[config.mk]
export PLATFORM = sky130hd
export DESIGN_NAME = core_seq_ctrl
export DESIGN_NICKNAME = d
export VERILOG_FILES = /design/src/rtl/core_seq_ctrl.sv
export SDC_FILE = /design/constraint.sdc
export NUM_CORES = 1
export LEC_CHECK = 0
export ABC_AREA = 1
export CELL_PAD_IN_SITES_DETAIL_PLACEMENT = 0
export CELL_PAD_IN_SITES_GLOBAL_PLACEMENT = 1
export CORE_ASPECT_RATIO = 0.7
export CORE_MARGIN = 2
export CORE_UTILIZATION = 34
export DETAILED_ROUTE_END_ITERATION = 10
export MAX_ROUTING_LAYER = met4
export PLACE_DENSITY = 0.84
export SKIP_LAST_GASP = 1
export SLEW_MARGIN = 20
export SYNTH_ARGS = -nofsm -noshare
export SYNTH_HDL_FRONTEND = slang
export SYNTH_SLANG_ARGS = --single-unit
export TNS_END_PERCENT = 20
[constraint.sdc]
create_clock -name clk -period 1.9 [get_ports clk]
set_input_delay 0.38 -clock clk [delete_from_list [all_inputs] [get_ports clk]]
set_output_delay 0.38 -clock clk [all_outputs]
set_load 0.05 [all_outputs]
[src/rtl/core_seq_ctrl.sv]
// Multi-cycle sequencing controller: steps each instruction through fetch, decode, execute,
// memory and write-back, issues commit strobes, and keeps cycle/instret counters.
module core_seq_ctrl #(
   parameter int unsigned TIMEOUT = 255,
   parameter int unsigned CNT_W   = 64
) (
   input  logic             clk,
   input  logic             rst,
   output logic             ifu_req,
   input  logic             ifu_ack,
   output logic             ir_wen,
   input  logic             dec_load,
   input  logic             dec_store,
   input  logic             dec_csr,
   input  logic             dec_ecall,
   input  logic             dec_mret,
   input  logic             dec_ebreak,
   input  logic             dec_illegal,
   input  logic             dec_rd_wr,
   output logic             lsu_req,
   input  logic             lsu_ack,
   output logic             pc_wen,
   output logic             reg_wen,
   output logic             csr_wen,
   output logic             intr,
   output logic             mret,
   output logic             halt,
   output logic             err,
   output logic [CNT_W-1:0] cycle_cnt,
   output logic [CNT_W-1:0] instret
);

   typedef enum logic [2:0] {
      StReset, StFetch, StDecode, StExec, StMem, StWb, StHalt
   } state_e;

   // Last wait count that may still see its ack; one more idle cycle means timeout.
   localparam logic [9:0] WaitLast = 10'(TIMEOUT - 1);

   state_e           state_q, state_d;
   logic [9:0]       wait_q, wait_d;
   logic             err_q, err_d;
   logic             load_q, store_q, csr_q, ecall_q, mret_q, rd_wr_q;
   logic [CNT_W-1:0] cycle_q, instret_q;
   logic [2:0]       n_class;

   assign n_class = {2'b0, dec_load} + {2'b0, dec_store} + {2'b0, dec_csr}
                  + {2'b0, dec_ecall} + {2'b0, dec_mret};

   always_comb begin
      state_d = state_q;
      wait_d  = wait_q;
      err_d   = err_q;
      ifu_req = 1'b0;
      ir_wen  = 1'b0;
      lsu_req = 1'b0;
      pc_wen  = 1'b0;
      reg_wen = 1'b0;
      csr_wen = 1'b0;
      intr    = 1'b0;
      mret    = 1'b0;
      unique case (state_q)
         StReset: begin
            state_d = StFetch;
            wait_d  = '0;
         end
         StFetch: begin
            ifu_req = 1'b1;
            if (ifu_ack) begin
               ir_wen  = 1'b1;
               state_d = StDecode;
            end else if (wait_q == WaitLast) begin
               state_d = StHalt;
               err_d   = 1'b1;
            end else begin
               wait_d = wait_q + 10'd1;
            end
         end
         StDecode: begin
            // Illegal (explicit or multi-class) takes priority over ebreak.
            if (dec_illegal || (n_class > 3'd1)) begin
               state_d = StHalt;
               err_d   = 1'b1;
            end else if (dec_ebreak) begin
               state_d = StHalt;
               err_d   = 1'b0;
            end else begin
               state_d = StExec;
            end
         end
         StExec: begin
            if (load_q || store_q) begin
               state_d = StMem;
               wait_d  = '0;
            end else begin
               state_d = StWb;
            end
         end
         StMem: begin
            lsu_req = 1'b1;
            if (lsu_ack) begin
               state_d = StWb;
            end else if (wait_q == WaitLast) begin
               state_d = StHalt;
               err_d   = 1'b1;
            end else begin
               wait_d = wait_q + 10'd1;
            end
         end
         StWb: begin
            pc_wen  = 1'b1;
            reg_wen = rd_wr_q & ~store_q;
            csr_wen = csr_q;
            intr    = ecall_q;
            mret    = mret_q;
            state_d = StFetch;
            wait_d  = '0;
         end
         StHalt: begin
            state_d = StHalt;
         end
         default: begin
            state_d = StReset;
         end
      endcase
   end

   always_ff @(posedge clk) begin
      if (rst) begin
         state_q   <= StReset;
         wait_q    <= '0;
         err_q     <= 1'b0;
         load_q    <= 1'b0;
         store_q   <= 1'b0;
         csr_q     <= 1'b0;
         ecall_q   <= 1'b0;
         mret_q    <= 1'b0;
         rd_wr_q   <= 1'b0;
         cycle_q   <= '0;
         instret_q <= '0;
      end else begin
         state_q <= state_d;
         wait_q  <= wait_d;
         err_q   <= err_d;
         if (state_q == StDecode) begin
            load_q  <= dec_load;
            store_q <= dec_store;
            csr_q   <= dec_csr;
            ecall_q <= dec_ecall;
            mret_q  <= dec_mret;
            rd_wr_q <= dec_rd_wr;
         end
         if ((state_q != StReset) && (state_q != StHalt)) begin
            cycle_q <= cycle_q + CNT_W'(1);
         end
         if (state_q == StWb) begin
            instret_q <= instret_q + CNT_W'(1);
         end
      end
   end

   assign halt      = (state_q == StHalt);
   assign err       = err_q;
   assign cycle_cnt = cycle_q;
   assign instret   = instret_q;

endmodule

# Word-level counts from Yosys, hierarchy flattened
# Index checks and enable logic that the tools add are counted.
[totals]
reg_bits = 148
latch_bits = 0
mem_bits_rw = 0
rom_bits = 0
memories = 0
[classes]
addsub = 7
multipliers = 0
div = 0
order_cmp = 1
n_eq_ne = 12
n_shift = 0
muxes = 27
bitwise_logic = 2
reduce_logical = 10
[op_table]
columns = ["cell", "n"]
rows = [
  ["64-bit by 1-bit adder with 64-bit output (second input constant)", 2],
  ["10-bit two-way mux", 4],
  ["10-bit case mux with 4 select lines", 1],
  ["3-bit case mux with 6 select lines", 1],
  ["1-bit two-way mux", 15],
  ["3-bit two-way mux", 5],
  ["10-bit by 1-bit adder with 10-bit output (second input constant)", 1],
  ["10-bit by 8-bit equality test with 1-bit output (second input constant)", 1],
  ["3-bit equality test (second input constant)", 3],
  ["4-bit AND reduction", 2],
  ["3-bit by 1-bit adder with 3-bit output", 2],
  ["3-bit by 2-bit equality test with 1-bit output (second input constant)", 2],
  ["2-bit inequality test (second input constant)", 3],
  ["3-bit inequality test (second input constant)", 2],
  ["3-bit nonzero test", 2],
  ["4-bit nonzero test", 1],
  ["2-bit by 1-bit adder with 3-bit output", 1],
  ["3-bit by 1-bit equality test with 1-bit output (second input constant)", 1],
  ["3-bit by 1-bit greater-than comparator with 1-bit output (second input constant)", 1],
  ["3-bit zero test", 1],
  ["1-bit case mux with 3 select lines", 1],
  ["1-bit by 1-bit adder with 2-bit output", 1],
  ["1-bit logical OR", 2],
  ["2-bit OR reduction", 1],
  ["other kinds (3)", 3],
]

# Longest topological paths before layout
# Gate-level depths: netlist (run 1).
[depth]
word_depth = 8
depth_mapped = 12
ltp_nobuf = 11

# Worst setup path before layout (run 1)
# OpenSTA, ideal clock, no wires.
[synth_timing]
path_kind = "register to register"
start = "reg instret_q[0], in the netlist instret[0]"
end = "reg instret_q[60], in the netlist instret[60]"
setup_time_ps = 115
arrival_ps = 1928
t_required_ps = 1785
setup_slack_ps = -142
path_stages_with_launch = 12
path_buffers = 1
path_cell_list = "dfxtp_1 ha_1 nand3_1 nor2_4 nand2_2 nor2_4 buf_6 nand3_2 nor2_2 nand2_1 nand2_1 nor2_1"
[synth_via]
elab_chain_cells = 1
[synth_rtl]
columns = ["element", "line_no", "source"]
rows = [
  ["start: declaration", "44", "logic [CNT_W-1:0] cycle_q, instret_q;"],
  ["start signal: assignment", "157", "instret_q <= instret_q + CNT_W'(1);"],
  ["64-bit by 1-bit adder with 64-bit output", "157", ""],
]
# Every way passes these cells.
# A chain may end at the register's enable or synchronous reset.

# Worst setup path in the final report (run 1)
[layout_timing]
start = "reg state_q[0]"
end = "out reg_wen"
[layout_via]
elab_chain_cells = 2
[layout_rtl]
columns = ["element", "line_no", "source"]
rows = [
  ["start: declaration", "40", "state_e state_q, state_d;"],
  ["start signal: assignment", "130", "state_q <= StReset;"],
  ["start signal: assignment", "142", "state_q <= state_d;"],
  ["3-bit equality test", "62", "unique case (state_q)"],
  ["1-bit two-way mux", "62", ""],
  ["end: declaration", "23", "output logic reg_wen,"],
]
# Every way passes these cells.

==> out/results.tsv, run 1 <==
metric	value	unit
status	finished, violations left	
failing checks	negative setup slack	
WP data required	1520	ps
largest net degree at the start of global routing	53	
setup slack after layout	-36.6	ps
ys async rst share	0	%
Final min period	1940	ps
CP max FO	7	
Cell Area, Synth	8700	um^2
post-synthesis sequential area ratio	34.0	%
final period utilization	102	%
CTS Buffer Depth	2	
Nets	1631	
Skew-Pair Late Insertion Delay	430	ps
first-pass GRT wire length	46600	um
Post-Syn Instances	1391	
Top FF cell, synth	dfxtp_1	
Peak VDD IR	0.807	mV
max cap viols	0	
# setup viols final	2	
RSZ-0062 raised after global routing	yes	
clk_skew	12.2	ps
IO Port Bufs	149	
die height	138	um
WL/cell	15.3	um
vias per inst	4.84	
CTS tree	built	
share of cells above drive strength 1	21.5	%
synth cell count leaders	nand2_1, nor2_1, dfxtp_1	
drt total wl	29800	um
synth warn	0	
P&R area growth vs syn	32.8	%
DP HPWL	23500	um
initial antenna violation count	0	
dpl cell area	10800	um^2
most frequent cell after synthesis	nand2_1	
Die Span X	195	um
number of CTS-inserted buffers	17	
ANT nets after route	0	
Crit path max-delay family	simple AND/OR/NAND/NOR gates	
DRC errors left	0	
number of global-route vias before repair	8315	
Avg Cell Area, Syn	6.26	um^2
top area cells in the synthesized netlist	dfxtp_1, nand2_1, nor2_1	
GR Overflow Total	0	
hold_ws	374	ps
H-tree depth	4	
most frequent CP cell	nand2_1	
cells along the critical path	nand2_1, nor2_2, buf_4, nand2_1, nor2_1, buf_12	
number of synthesized flops with an enable pin	0	
CTS root buf	clkbuf_16	
Top Ports	150	
Tot Pwr	8.75	mW
Pleak	4.58	nW
GRT Overall Usage	23.0	%
Worst Path Buf+Inv	2	
Worst setup EP type	primary output	
Synth cell types	38	
Max Clk Rate	516	MHz
fin area	11600	um^2
Core Region	24900	um^2
final slew viol count	0	
Max-slew headroom	52.1	%
Hold Violations, Final	0	
top cell type by total area after synthesis	dfxtp_1	
Starting Density	34.9	%
Min-Delay Path Class	input port to flip-flop	
crit path kind	flip-flop to primary output	
via count	9445	
Slowest-stage cell, CP	dfxtp_2	
Synth top area share	34.0	%
Worst Path Arrival	1560	ps
DRT Pass-1 Iters	5	
startpoint types	flip-flop	
# rows	48	
Clock Pin Slew Worst Setup and Hold Paths	60	ps
Starting DRT DRC Count	848	
# diodes	0	
Net Count, Synth	1409	
setup TNS	-67.8	ps
Routability Congestion	0.935	
PD cells	756	nW/um^2
synthesis-stage register bit count	148	
worst slew pin tran	719	ps
clock sink count	148	
Die Area	26900	um^2
slowest stage delay, CP	420	ps
[cells by family after synthesis]
logic type               count (synthesis)  share of synthesized area (%)
flip-flops                             148                           34.0
adder cells (fa/ha/maj)                  6                          0.949
buffers and inverters                  179                           8.19
XOR/XNOR                                27                           2.72
AND/OR/NAND/NOR                        897                           46.2
AO/OA/AOI/OAI                          134                           7.93
[final timing paths]
path	end	start	slack, ps	depth (start not counted)
max	reg_wen	state_q[0]	-40	6
max reg2reg	cycle_cnt[56]	cycle_cnt[26]	60	9
min	state_q[2]	rst	370	4
min reg2reg	instret[6]	instret[6]	470	2
[metal layers]
metal | up-vias | track usage (%) | routed length, um
met5 | - | - | 0
met4 | 0 | 4.62 | 265
met3 | 17 | 5.89 | 2480
met2 | 300 | 28.6 | 11000
met1 | 4255 | 35.8 | 16100
li1 | 4873 | - | -
[through the flow]
| step | util (%) | setup WS [ps] | std cells |
|---|---|---|---|
| 3_3_place_gp | 43.4 | -613 | 1915 |
| 5_1_grt | 46.4 | -117 | 1950 |
| 6_report | 46.4 | -36.6 | 1950 |
| 2_1_floorplan | - | -71.0 | 1391 |
| 3_5_place_dp | 43.4 | -695 | 1915 |
| 4_1_cts | 45.9 | -97.6 | 1947 |
[cells in the final DEF (no fill, tap or decap), types with 11 or more instances in the layout]
cell and instances:
nand2_2 14, nand2_1 334, buf_4 202, nor3_1 12, o21ai_0 45, nand3_1 90, buf_12 11, xnor2_1 11
dfxtp_1 141, nand4_1 43, nor2_1 317, a21oi_1 71, nor2_2 28, inv_2 12, clkbuf_16 17, inv_1 142
xor2_1 16, nor2_4 21
[layout make-up]
type / count / area (um^2)
Timing Repair Buffer: 226 / 1860
Tap cell: 325 / 407
Fill cell: 2602 / 13400
Multi-Input combinational cell: 1064 / 5130
Clock buffer: 21 / 470
Clock inverter: 10 / 130
Sequential cell: 148 / 2970
Inverter: 156 / 586
[report_power, final]
group	internal [mW]	switching [mW]
Combinational	0.653	1.19
Sequential	3.22	0.119
Clock	2.15	1.41
[flip-flops by register name, indices dropped and copies added, names as in the netlist]
name	cells
ecall_q	1
state_q	3
store_q	1
rd_wr_q	1
mret_q	1
wait_q	10
load_q	1
csr_q	1
cycle_cnt	64
instret	64
err	1
[timing repair]
item                                    in CTS  in global routing
pin swaps                                    6                  4
setup buffers                                1                  3
hold buffers                                 0                  0
gates resized for setup                     13                 30
endpoints found under the setup margin      13                 61
[worst register-to-register path, delay by kind of cell (launching register included)]
family	cells	cell delay (ps)
buffers and inverters	1	100
DFF	1	440
and+or+nand+nor	8	1190
(Power assumes the default switching activity.)
==> run 2, diff against run 1 <==
--- a/config.mk
+++ b/config.mk
@@ -6,6 +6,7 @@
 export NUM_CORES = 1
 export LEC_CHECK = 0
 export ABC_AREA = 1
+export CAP_MARGIN = 20
 export CELL_PAD_IN_SITES_DETAIL_PLACEMENT = 0
 export CELL_PAD_IN_SITES_GLOBAL_PLACEMENT = 1
 export CORE_ASPECT_RATIO = 0.7
==> results of run 2 <==
No change in the layout: final DEF, timing and power equal those of run 1.
==> run 3, diff against run 2 <==
--- a/config.mk
+++ b/config.mk
@@ -5,16 +5,16 @@
 export SDC_FILE = /design/constraint.sdc
 export NUM_CORES = 1
 export LEC_CHECK = 0
-export ABC_AREA = 1
+export ABC_AREA = 0
 export CAP_MARGIN = 20
 export CELL_PAD_IN_SITES_DETAIL_PLACEMENT = 0
 export CELL_PAD_IN_SITES_GLOBAL_PLACEMENT = 1
 export CORE_ASPECT_RATIO = 0.7
 export CORE_MARGIN = 2
-export CORE_UTILIZATION = 34
+export CORE_UTILIZATION = 38
 export DETAILED_ROUTE_END_ITERATION = 10
 export MAX_ROUTING_LAYER = met4
-export PLACE_DENSITY = 0.84
+export PLACE_DENSITY = 0.87
 export SKIP_LAST_GASP = 1
 export SLEW_MARGIN = 20
 export SYNTH_ARGS = -nofsm -noshare
==> constraint.sdc (replaced) <==
create_clock -name clk -period 2.1 [get_ports clk]
set_input_delay 0.42 -clock clk [delete_from_list [all_inputs] [get_ports clk]]
set_output_delay 0.42 -clock clk [all_outputs]
set_load 0.05 [all_outputs]
==> run 3 against run 2 <==
  * The run still ends with negative setup slack left
  * Global-route usage decreased by 0.66 points
  * Die area decreased by 25%
  * Power decreased by 25%
==> out/results.tsv, run 3 <==
metric	value	unit	change
# rows	42		was 48
Synth top area share	41.0	%	was 34.0%
Synth cell types	53		was 38
die height	119	um	was 138 um
# diodes	0		unchanged
vias per inst	5.33		was 4.84
DP HPWL	15500	um	was 23500 um
IO Port Bufs	149		unchanged
WL/cell	15.6	um	was 15.3 um
setup slack after layout	-172	ps	was -36.6 ps
pre-CTS setup slack	-592	ps	was -695 ps
ys async rst share	0	%	unchanged
DRT Pass-1 Iters	5		unchanged
post-synthesis sequential area ratio	41.0	%	was 34.0%
crit path kind	flip-flop to flip-flop		was flip-flop to primary output
Clock Pin Slew Worst Setup and Hold Paths	70	ps	was 60 ps
Worst Path Arrival	2620	ps	was 1560 ps
synth cell count leaders	dfxtp_1, nor2_1, a21oi_1		was nand2_1, nor2_1, dfxtp_1
H-tree depth	4		unchanged
Nets	1200		was 1631
hold_ws	367	ps	was 374 ps
reg-to-reg slack, setup	-170	ps	was 60 ps
# hold bufs at CTS	0		unchanged
top cell type by total area after synthesis	dfxtp_1		unchanged
failing checks	negative setup slack		unchanged
Starting DRT DRC Count	635		was 848
post-synthesis mux area share	0.831	%	was 0%
first-pass GRT wire length	35200	um	was 46600 um
Skew-Pair Late Insertion Delay	420	ps	was 430 ps
Final Instance Count excl. Fillers	1436		was 1950
GR Overflow Total	0		unchanged
largest net degree at the start of global routing	67		was 53
Avg Cell Area, Syn	8.06	um^2	was 6.26 um^2
startpoint types	flip-flop		unchanged
RSZ-0062 raised after global routing	yes		unchanged
Worst Reg2Reg Path Length in Cells	6		was 9
Net Count, Synth	914		was 1409
Cell Area, Synth	7230	um^2	was 8700 um^2
# setup viols final	64		was 2
Top Ports	150		unchanged
number of global-route vias before repair	6792		was 8315
Die Area	20200	um^2	was 26900 um^2
CTS root buf	clkbuf_16		unchanged
Routability Congestion	0.866		was 0.935
Die Span X	169	um	was 195 um
max cap viols	0		unchanged
Pleak	3.86	nW	was 4.58 nW
worst slew pin tran	647	ps	was 719 ps
commonest non-fill, non-tap cells in the layout	buf_4, clkdlybuf4s50_1, dfxtp_1		was nand2_1, nor2_1, buf_4
WP data required	2450	ps	was 1520 ps
synthesis-stage register bit count	148		unchanged
Starting Density	38.5	%	was 34.9%
synth warn	0		unchanged
number of synthesized flops with an enable pin	0		unchanged
dpl cell area	10100	um^2	was 10800 um^2
Max Clk Rate	440	MHz	
WHS Path Cells	2		was 4
CTS tree	built		unchanged
via count	7652		was 9445
final period utilization	108	%	
largest family of logic cells by synthesized area	simple AND/OR/NAND/NOR gates		unchanged
multi-input logic area	4240	um^2	was 5130 um^2
Tot Pwr	6.55	mW	was 8.75 mW
Hold Violations, Final	0		unchanged
most frequent cell after synthesis	dfxtp_1		was nand2_1
FILL cells	1649		was 2602
Peak VDD IR	0.329	mV	was 0.807 mV
clk_skew	12.3	ps	was 12.2 ps
Core Region	18800	um^2	was 24900 um^2
Sequential cell area	3070	um^2	was 2970 um^2
share of cells above drive strength 1	26.2	%	was 21.5%
Worst setup EP type	flip-flop		was primary output
Post-Syn Instances	896		was 1391
Final min period	2270	ps	
simple-gate share of the synthesized area	29.9	%	was 46.2%
CTS Buffer Depth	2		unchanged
compound-gate portion of the synthesized area	15.4	%	was 7.93%
placed instance count	1377		was 1915
clock sink count	148		unchanged
drt total wl	22300	um	was 29800 um
commonest non-fill, non-tap cell in the layout	buf_4		was nand2_1
ANT nets after route	0		unchanged
GRT Overall Usage	22.3	%	was 23.0%
P&R area growth vs syn	54.4	%	was 32.8%
final slew viol count	0		unchanged
xor/xnor share of the synthesized area	7.39	%	was 2.72%
Min-Delay Path Class	input port to flip-flop		unchanged
Top FF cell, synth	dfxtp_1		unchanged
top area cells in the synthesized netlist	dfxtp_1, a21oi_1, nor2_1		was dfxtp_1, nand2_1, nor2_1
Max-slew headroom	56.6	%	was 52.1%
initial antenna violation count	0		unchanged
number of CTS-inserted buffers	17		unchanged
fin area	11200	um^2	was 11600 um^2
Synth Area in Adders	1.14	%	was 0.949%
DRC errors left	0		unchanged
CP max FO	8		was 7
status	finished, violations left		unchanged
PD cells	587	nW/um^2	was 756 nW/um^2
==> run 3: worst max-delay path, stage by stage, from the launching register on <==
cell and delay [ps]:
dfxtp_4 340, nand4_1 150, or3_4 360, or4_4 570, buf_6 170, or4_1 460
a21oi_1 140
==> run 3: timing repair <==
action	in CTS	in global routing
pin swaps	8	39
gates resized for setup	15	61
buffers inserted	4	19
endpoints found under the setup margin	122	172
cloned	1	4
==> run 3: logic make-up after synthesis <==
| logic type | after synthesis |
|---|---|
| adder cells (fa/ha/maj) | 6 |
| XOR/XNOR | 61 |
| flip-flops | 148 |
| buffers and inverters | 81 |
| AND/OR/NAND/NOR | 406 |
| multiplexers | 6 |
| AO/OA/AOI/OAI | 188 |
==> run 3: metal layers <==
metal	vias to the layer above	wire (um)	GRT usage (%)
li1	3827	-	-
met1	3619	11700	33.3
met2	181	9370	31.2
met3	25	926	3.76
met4	0	310	5.23
met5	-	0	-
==> run 3: power by group <==
part           internal, mW  switching [mW]  total, mW  leakage [nW]
Sequential             2.81          0.0296       2.84          1.22
Clock                  1.87            1.24       3.11         0.284
Combinational         0.246           0.348      0.595          2.35
Total                  4.93            1.62       6.55          3.86
==> run 3: layout make-up <==
cell class                      count  share of cell area (%)
Timing Repair Buffer              311                    25.3
Clock buffer                       19                    3.88
Clock inverter                     12                    1.40
Inverter                           37                    1.29
Tap cell                          242                    2.71
Sequential cell                   148                    27.5
Multi-Input combinational cell    667                    38.0
==> run 3: through the flow <==
step / setup TNS (ps) / utilization [%]
floorplan: -12300 / -
global placement: -3100 / 53.7
detailed placement: -4890 / 53.7
CTS: -4220 / 57.2
global route: -11770 / 59.5
finish: -2780 / 59.5
==> run 3: final timing paths <==
| check | from | endpoint |
|---|---|---|
| worst min register to register | wait_q[7] | wait_q[7] |
| worst max-delay path | cycle_cnt[8] | cycle_cnt[50] |
| worst min-delay path | rst | instret[55] |
| worst max register to register | cycle_cnt[8] | cycle_cnt[50] |
